<file path="config.mk">
export PLATFORM = sky130hd
export DESIGN_NAME = transaction_commit_flat
export DESIGN_NICKNAME = d
export VERILOG_FILES = /design/src/rtl/transaction_commit_if.sv /design/src/rtl/transaction_commit.sv /design/src/flat_wrapper.sv
export SDC_FILE = /design/constraint.sdc
export NUM_CORES = 1
export LEC_CHECK = 0
export CAP_MARGIN = 20
export CORE_MARGIN = 2
export CORE_UTILIZATION = 35
export CTS_CLUSTER_SIZE = 24
export DETAILED_ROUTE_END_ITERATION = 8
export DONT_BUFFER_PORTS = 1
export PLACE_DENSITY = 0.47
export SLEW_MARGIN = 40
export SYNTH_ARGS = -nofsm -noshare
export SYNTH_HDL_FRONTEND = slang
export SYNTH_SLANG_ARGS = --single-unit
</file>
<file path="constraint.sdc">
create_clock -name clock -period 2.3 [get_ports clock]
set_input_delay 0.46 -clock clock [delete_from_list [all_inputs] [get_ports clock]]
set_output_delay 0.46 -clock clock [all_outputs]
set_load 0.01 [all_outputs]
</file>
<file path="src/rtl/transaction_commit_if.sv">
// Handshake and write-back bundle between the transfer requester, the key
// verifier and the balance store for transaction_commit.
interface transaction_commit_if;
  logic       start;
  logic [2:0] sender_id;
  logic [2:0] receiver_id;
  logic [7:0] sender_balance;
  logic [7:0] receiver_balance;
  logic [7:0] amount;
  logic       key_valid;
  logic       key_correct;
  logic       busy;
  logic       write_en;
  logic [2:0] write_addr;
  logic [7:0] write_data;
  logic       done;
  logic [1:0] status;

  modport master (
    output start, sender_id, receiver_id, sender_balance, receiver_balance,
           amount, key_valid, key_correct,
    input  busy, write_en, write_addr, write_data, done, status
  );

  modport slave (
    input  start, sender_id, receiver_id, sender_balance, receiver_balance,
           amount, key_valid, key_correct,
    output busy, write_en, write_addr, write_data, done, status
  );
endinterface

</file>
<file path="src/rtl/transaction_commit.sv">
// Wallet-to-wallet transfer sequencer: waits for key verification, validates
// the transfer, then writes the debited and credited balances back in order.
module transaction_commit #(
  parameter int unsigned TIMEOUT = 15
) (
  input logic                  clock,
  input logic                  reset,
  transaction_commit_if.slave  bus
);
  localparam int unsigned CW = $clog2(TIMEOUT + 1);

  typedef enum logic [2:0] {
    IDLE, WAIT_KEY, CHECK, DEBIT, CREDIT, DONE
  } state_e;

  state_e        state_q, state_d;
  logic [2:0]    sid_q, sid_d, rid_q, rid_d;
  logic [7:0]    sbal_q, sbal_d, rbal_q, rbal_d, amt_q, amt_d;
  logic          key_q, key_d;
  logic [CW-1:0] cnt_q, cnt_d;
  logic [1:0]    status_q, status_d;
  logic [8:0]    credit_sum;
  logic [CW-1:0] cnt_inc;

  assign credit_sum = {1'b0, rbal_q} + {1'b0, amt_q};
  assign cnt_inc    = cnt_q + CW'(1);

  always_ff @(posedge clock) begin
    if (reset) begin
      state_q  <= IDLE;
      sid_q    <= '0;
      rid_q    <= '0;
      sbal_q   <= '0;
      rbal_q   <= '0;
      amt_q    <= '0;
      key_q    <= 1'b0;
      cnt_q    <= '0;
      status_q <= 2'b00;
    end else begin
      state_q  <= state_d;
      sid_q    <= sid_d;
      rid_q    <= rid_d;
      sbal_q   <= sbal_d;
      rbal_q   <= rbal_d;
      amt_q    <= amt_d;
      key_q    <= key_d;
      cnt_q    <= cnt_d;
      status_q <= status_d;
    end
  end

  always_comb begin
    state_d  = state_q;
    sid_d    = sid_q;
    rid_d    = rid_q;
    sbal_d   = sbal_q;
    rbal_d   = rbal_q;
    amt_d    = amt_q;
    key_d    = key_q;
    cnt_d    = cnt_q;
    status_d = status_q;
    unique case (state_q)
      IDLE: begin
        if (bus.start) begin
          sid_d    = bus.sender_id;
          rid_d    = bus.receiver_id;
          sbal_d   = bus.sender_balance;
          rbal_d   = bus.receiver_balance;
          amt_d    = bus.amount;
          key_d    = 1'b0;
          cnt_d    = '0;
          status_d = 2'b00;
          state_d  = WAIT_KEY;
        end
      end
      WAIT_KEY: begin
        // A strobe on the final allowed cycle still wins over the timeout.
        if (bus.key_valid) begin
          key_d   = bus.key_correct;
          state_d = CHECK;
        end else begin
          cnt_d = cnt_inc;
          if (cnt_inc == CW'(TIMEOUT)) begin
            status_d = 2'b11;
            state_d  = DONE;
          end
        end
      end
      CHECK: begin
        if (!key_q) begin
          status_d = 2'b01;
          state_d  = DONE;
        end else if (amt_q > sbal_q) begin
          status_d = 2'b10;
          state_d  = DONE;
        end else if ((sid_q == rid_q) || (amt_q == '0) || credit_sum[8]) begin
          status_d = 2'b11;
          state_d  = DONE;
        end else begin
          status_d = 2'b00;
          state_d  = DEBIT;
        end
      end
      DEBIT:   state_d = CREDIT;
      CREDIT:  state_d = DONE;
      DONE:    state_d = IDLE;
      default: state_d = IDLE;
    endcase
  end

  always_comb begin
    bus.busy       = (state_q != IDLE);
    bus.done       = (state_q == DONE);
    bus.status     = status_q;
    bus.write_en   = 1'b0;
    bus.write_addr = '0;
    bus.write_data = '0;
    if (state_q == DEBIT) begin
      bus.write_en   = 1'b1;
      bus.write_addr = sid_q;
      bus.write_data = sbal_q - amt_q;
    end else if (state_q == CREDIT) begin
      bus.write_en   = 1'b1;
      bus.write_addr = rid_q;
      bus.write_data = credit_sum[7:0];
    end
  end
endmodule

</file>
<file path="src/flat_wrapper.sv">
// flat-port wrapper written by rule: the top's interface ports become plain ports
module transaction_commit_flat 
#(
  parameter int unsigned TIMEOUT = 15
)
  (clock, reset, bus_start, bus_sender_id, bus_receiver_id, bus_sender_balance, bus_receiver_balance, bus_amount, bus_key_valid, bus_key_correct, bus_busy, bus_write_en, bus_write_addr, bus_write_data, bus_done, bus_status);
  transaction_commit_if bus_i ();
  input logic clock;
  input logic reset;
  input wire logic [$bits(bus_i.start)-1:0] bus_start;
  input wire logic [$bits(bus_i.sender_id)-1:0] bus_sender_id;
  input wire logic [$bits(bus_i.receiver_id)-1:0] bus_receiver_id;
  input wire logic [$bits(bus_i.sender_balance)-1:0] bus_sender_balance;
  input wire logic [$bits(bus_i.receiver_balance)-1:0] bus_receiver_balance;
  input wire logic [$bits(bus_i.amount)-1:0] bus_amount;
  input wire logic [$bits(bus_i.key_valid)-1:0] bus_key_valid;
  input wire logic [$bits(bus_i.key_correct)-1:0] bus_key_correct;
  output wire logic [$bits(bus_i.busy)-1:0] bus_busy;
  output wire logic [$bits(bus_i.write_en)-1:0] bus_write_en;
  output wire logic [$bits(bus_i.write_addr)-1:0] bus_write_addr;
  output wire logic [$bits(bus_i.write_data)-1:0] bus_write_data;
  output wire logic [$bits(bus_i.done)-1:0] bus_done;
  output wire logic [$bits(bus_i.status)-1:0] bus_status;
  assign bus_i.start = bus_start;
  assign bus_i.sender_id = bus_sender_id;
  assign bus_i.receiver_id = bus_receiver_id;
  assign bus_i.sender_balance = bus_sender_balance;
  assign bus_i.receiver_balance = bus_receiver_balance;
  assign bus_i.amount = bus_amount;
  assign bus_i.key_valid = bus_key_valid;
  assign bus_i.key_correct = bus_key_correct;
  assign bus_busy = bus_i.busy;
  assign bus_write_en = bus_i.write_en;
  assign bus_write_addr = bus_i.write_addr;
  assign bus_write_data = bus_i.write_data;
  assign bus_done = bus_i.done;
  assign bus_status = bus_i.status;
  transaction_commit #(.TIMEOUT(TIMEOUT)) u_core (.clock(clock), .reset(reset), .bus(bus_i));
endmodule
</file>
==> results.json <==
{
  "status": "finished with violations",
  "violations": "negative setup slack",
  "wl_per_cell_um": 14.5,
  "yosysSeqAreaShare_pct": 32.0,
  "synth_simple_gate_area_share_pct": 23.6,
  "cts_tree": "built",
  "syn_area_per_cell_um2": 7.59,
  "antennaDiodeCount": 0,
  "grt_setup_unrepaired": "yes",
  "final_cells": 459,
  "syn_to_final_growth_pct": 25.5,
  "power.density_nw_per_um2": 610,
  "dpl_worst_slack_ns": -0.170,
  "combPwrFrac_pct": 32.2,
  "use_met1_pct": 23.9,
  "path_cells": "inv_2 > ha_4 > fa_2 > nand2b_4 > a21oi_2 > o21ai_1 > nand2b_1 > xnor2_2 > o22ai_1 > buf_4",
  "routed_wirelength_mm": 6.64,
  "regArea_um2": 816,
  "busiest_layer": "met2",
  "holdWs_ns": 0.231,
  "num-fill-cells": 761,
  "rows": 30,
  "clk_pin_slew_ns": 0.08,
  "post_dp_cell_area_um2": 2790,
  "ir_worst_vdd_mv": 0.259,
  "setup_viol": 4,
  "dp_hpwl_mm": 4.86,
  "yosysWarnings": 0,
  "grt_pass1_vias": 2267,
  "cp-end-kind": "output port",
  "synth-xor-area-share_pct": 4.56,
  "vias": 2327,
  "synth_compound_area_share_pct": 22.5,
  "gr-total-overflow": 0,
  "via_per_inst": 5.07,
  "die_x_um": 88.5,
  "drv_cap": 0,
  "switching_power_w": 0.000631,
  "ant_nets": 0,
  "fp.coreArea_um2": 6870,
  "pin_count": 51,
  "synth-seq-cells": 40,
  "r2r_setup_slack_ns": 0.01,
  "setup.worst_path.start_class": "flip-flop",
  "multi_input_area_um2": 1730,
  "met3_usage_pct": 4.20,
  "fin_skew_ns": 0.00517,
  "clockPowerShare_pct": 26.4,
  "final_area_um2": 3140,
  "drive_gt1_share_pct": 26.2,
  "fin_crit_ns": 2.62,
  "syn_inst": 329,
  "worst_pin_slew_ns": 0.609,
  "worstSkewPairLatency_ns": 0.29,
  "p_seq_share_pct": 41.4,
  "final_nets": 417,
  "drv_slew": 0,
  "grt_max_degree": 42,
  "synth_cell_types": 49,
  "drc": 0,
  "r2r-start": "u_core.sbal_q[0]$_SDFFE_PP0P_",
  "synthAdderAreaFrac_pct": 10.6,
  "cts_sinks": 40,
  "p_int_w": 0.00128,
  "hold_violations": 0,
  "die_height_um": 88.5,
  "grt_pass1_wl_mm": 11.0,
  "max-clock-path-buffers": 2,
  "path_class": "reg2out",
  "synth_top_family_by_area": "simple AND/OR/NAND/NOR gates",
  "cp.arrival_ns": 2.16,
  "met2_usage_pct": 29.9,
  "slew_headroom_pct": 59.0,
  "cellLeakagePower_nw": 1.25,
  "antenna_found_initial": 0,
  "htree_levels": 2,
  "placedCellCount": 443,
  "cpMaxStageDelayCell": "fa_2",
  "cpPeakStageDelay_ns": 0.37,
  "yosys-mux-area-fraction_pct": 1.25,
  "hp-class": "in2reg",
  "first_iter_violations": 99,
  "endpoint": "bus_write_data[6]",
  "gp_congestion": 0.836,
  "cts_buffers": 5,
  "switching_share_pct": 33.0,
  "initial_utilization_pct": 36.4,
  "synth_area_um2": 2500,
  "port_buffers": 0,
  "reg2regPathDepth": 12,
  "max_freq_ghz": 0.381,
  "crit_start": "u_core.sbal_q[0]$_SDFFE_PP0P_",
  "ctsHoldBuffers": 0,
  "grt.total_usage_pct": 18.1,
  "fin_setup_tns_ns": -0.810,
  "fin_crit_sh_pct": 114,
  "drtPass1Iterations": 4,
  "cts_root_buf": "clkbuf_8",
  "path_max_fanout": 3,
  "r2r-end": "u_core.state_q[1]$_SDFFE_PP0P_",
  "dieArea_um2": 7830,
  "synthesis.nets": 384,
  "setup_slack_ns": -0.325,
  "worstPathRequired_ns": 1.84
}
## worst min path at each step
stage / from / end / slack [ns] / cells after the start
after floorplan: u_core.sbal_q[0]$_SDFFE_PP0P_ / u_core.sbal_q[0]$_SDFFE_PP0P_ / 0.44 / 2
after global placement: u_core.sbal_q[0]$_SDFFE_PP0P_ / u_core.sbal_q[0]$_SDFFE_PP0P_ / 0.44 / 2
after detailed placement: u_core.sbal_q[7]$_SDFFE_PP0P_ / u_core.sbal_q[7]$_SDFFE_PP0P_ / 0.45 / 2
after CTS: reset / u_core.amt_q[3]$_SDFFE_PP0P_ / 0.21 / 1
after global routing: reset / u_core.amt_q[2]$_SDFFE_PP0P_ / 0.22 / 1
final: reset / u_core.cnt_q[3]$_SDFFE_PP0P_ / 0.23 / 1
## worst max-delay path: cells and delay by family (launching register included)
family                   cells  cell delay (ns)
flip-flops                   1             0.34
adder cells (fa/ha/maj)      2             0.53
buffers and inverters        2             0.20
AND/OR/NAND/NOR              2             0.30
AO/OA/AOI/OAI                3             0.43
XOR/XNOR                     1             0.07
## registers in the layout, indices dropped and copies added (netlist names)
register and count:
u_core.amt_q 8, u_core.bus.status 2, u_core.cnt_q 4, u_core.key_q 1
u_core.rbal_q 8, u_core.rid_q 3, u_core.sbal_q 8, u_core.sid_q 3
u_core.state_q 3
## cell type report
class,instances,area share (%)
well taps,96,3.83
repair buffers,40,10.1
multi-input cells,258,55.0
inverters,17,2.03
clock inverters,2,0.439
clock buffers,6,2.63
flip-flops and latches,40,26.0
## cells in the mapped netlist, drive strengths merged
| master | number | area share [%] |
|---|---|---|
| nand2 | 72 | 11 |
| a21oi | 45 | 9.0 |
| dfxtp | 40 | 32 |
| nor2 | 21 | 3.5 |
| ha | 18 | 9.0 |
| inv | 17 | 2.6 |
| o21ai | 14 | 3.0 |
| xor2 | 11 | 3.9 |
| buf | 10 | 2.3 |
| nand2b | 9 | 2.3 |
| nor3 | 9 | 1.8 |
| o22ai | 7 | 1.8 |
| nor2b | 6 | 1.5 |
| clkbuf | 4 | 0.60 |
| a211oi | 3 | 1.1 |
| a22o | 3 | 1.1 |
| nand3 | 3 | 0.60 |
| o41ai | 3 | 1.1 |
| or3 | 3 | 0.75 |
| a21o | 2 | 0.60 |
| a31o | 2 | 0.70 |
| a31oi | 2 | 0.50 |
| and2 | 2 | 0.50 |
| and2b | 2 | 0.65 |
| fa | 2 | 1.6 |
| mux2i | 2 | 0.80 |
| nor4 | 2 | 0.75 |
| o21bai | 2 | 1.1 |
| or2 | 2 | 0.50 |
| xnor2 | 2 | 0.70 |
| a2111oi | 1 | 0.35 |
| a211o | 1 | 0.35 |
| a221oi | 1 | 0.35 |
| a22oi | 1 | 0.30 |
| a32oi | 1 | 0.35 |
| mux2 | 1 | 0.45 |
| o211ai | 1 | 0.30 |
| o221a | 1 | 0.45 |
| o31ai | 1 | 0.30 |
## metrics by stage
stage	utilization, %	total power [W]
final	45.7	0.00191
after global routing	45.7	0.00205
after global placement	40.6	0.00133
after detailed placement	40.6	0.00133
after CTS	44.5	0.00189
after floorplan	-	0.00117
## metal layers
metal	vias up	part of all wire [%]
li1	1198	-
met5	-	0
met3	9	5.0
met2	47	47
met1	1073	47
met4	0	1.4
## power groups by stage
stage	Sequential [W]	Combinational [W]	Clock [W]
final	0.000792	0.000617	0.000506
after global routing	0.000801	0.000693	0.000553
after CTS	0.000792	0.000573	0.000523
after detailed placement	0.000804	0.000526	0
after global placement	0.000804	0.000527	0
after floorplan	0.000792	0.000378	0
## logic make-up (layout without fill, tap and decap cells)
logic type	Yosys count	in the layout
muxes	3	3
xor gates and xnor gates	13	13
and+or+nand+nor	131	131
DFF	40	40
adders and majority gates	20	20
buffers and inverters	31	65
AOI/OAI and AO/OA	91	91
## cells in the final DEF, fill, tap and decap left out, types with 2 or more instances in the layout
cell type,count
o21ai_2,2
nor2_1,18
dfxtp_4,2
nor2_2,2
dfxtp_2,6
or3_1,3
o21ai_0,9
buf_4,36
a22o_1,3
nor3_1,8
a211oi_1,2
clkbuf_8,6
ha_1,13
a31o_2,2
inv_2,4
inv_1,13
and2_1,2
o41ai_2,3
o22ai_1,7
dfxtp_1,32
nand2b_1,7
nand2b_4,2
o21ai_1,2
nand2_1,72
nand3_1,3
a21oi_2,5
nor2b_1,6
ha_4,4
buf_6,4
fa_2,2
a21oi_1,40
mux2i_1,2
a21o_1,2
a31oi_1,2
xor2_1,11
## what timing repair did
action                     4_1_cts  5_1_grt
gates resized for setup         35       13
pin swaps                       18       15
setup endpoints to repair        9        9
setup buffers                    5        3
No activity file was read; power rests on OpenSTA's default activity.
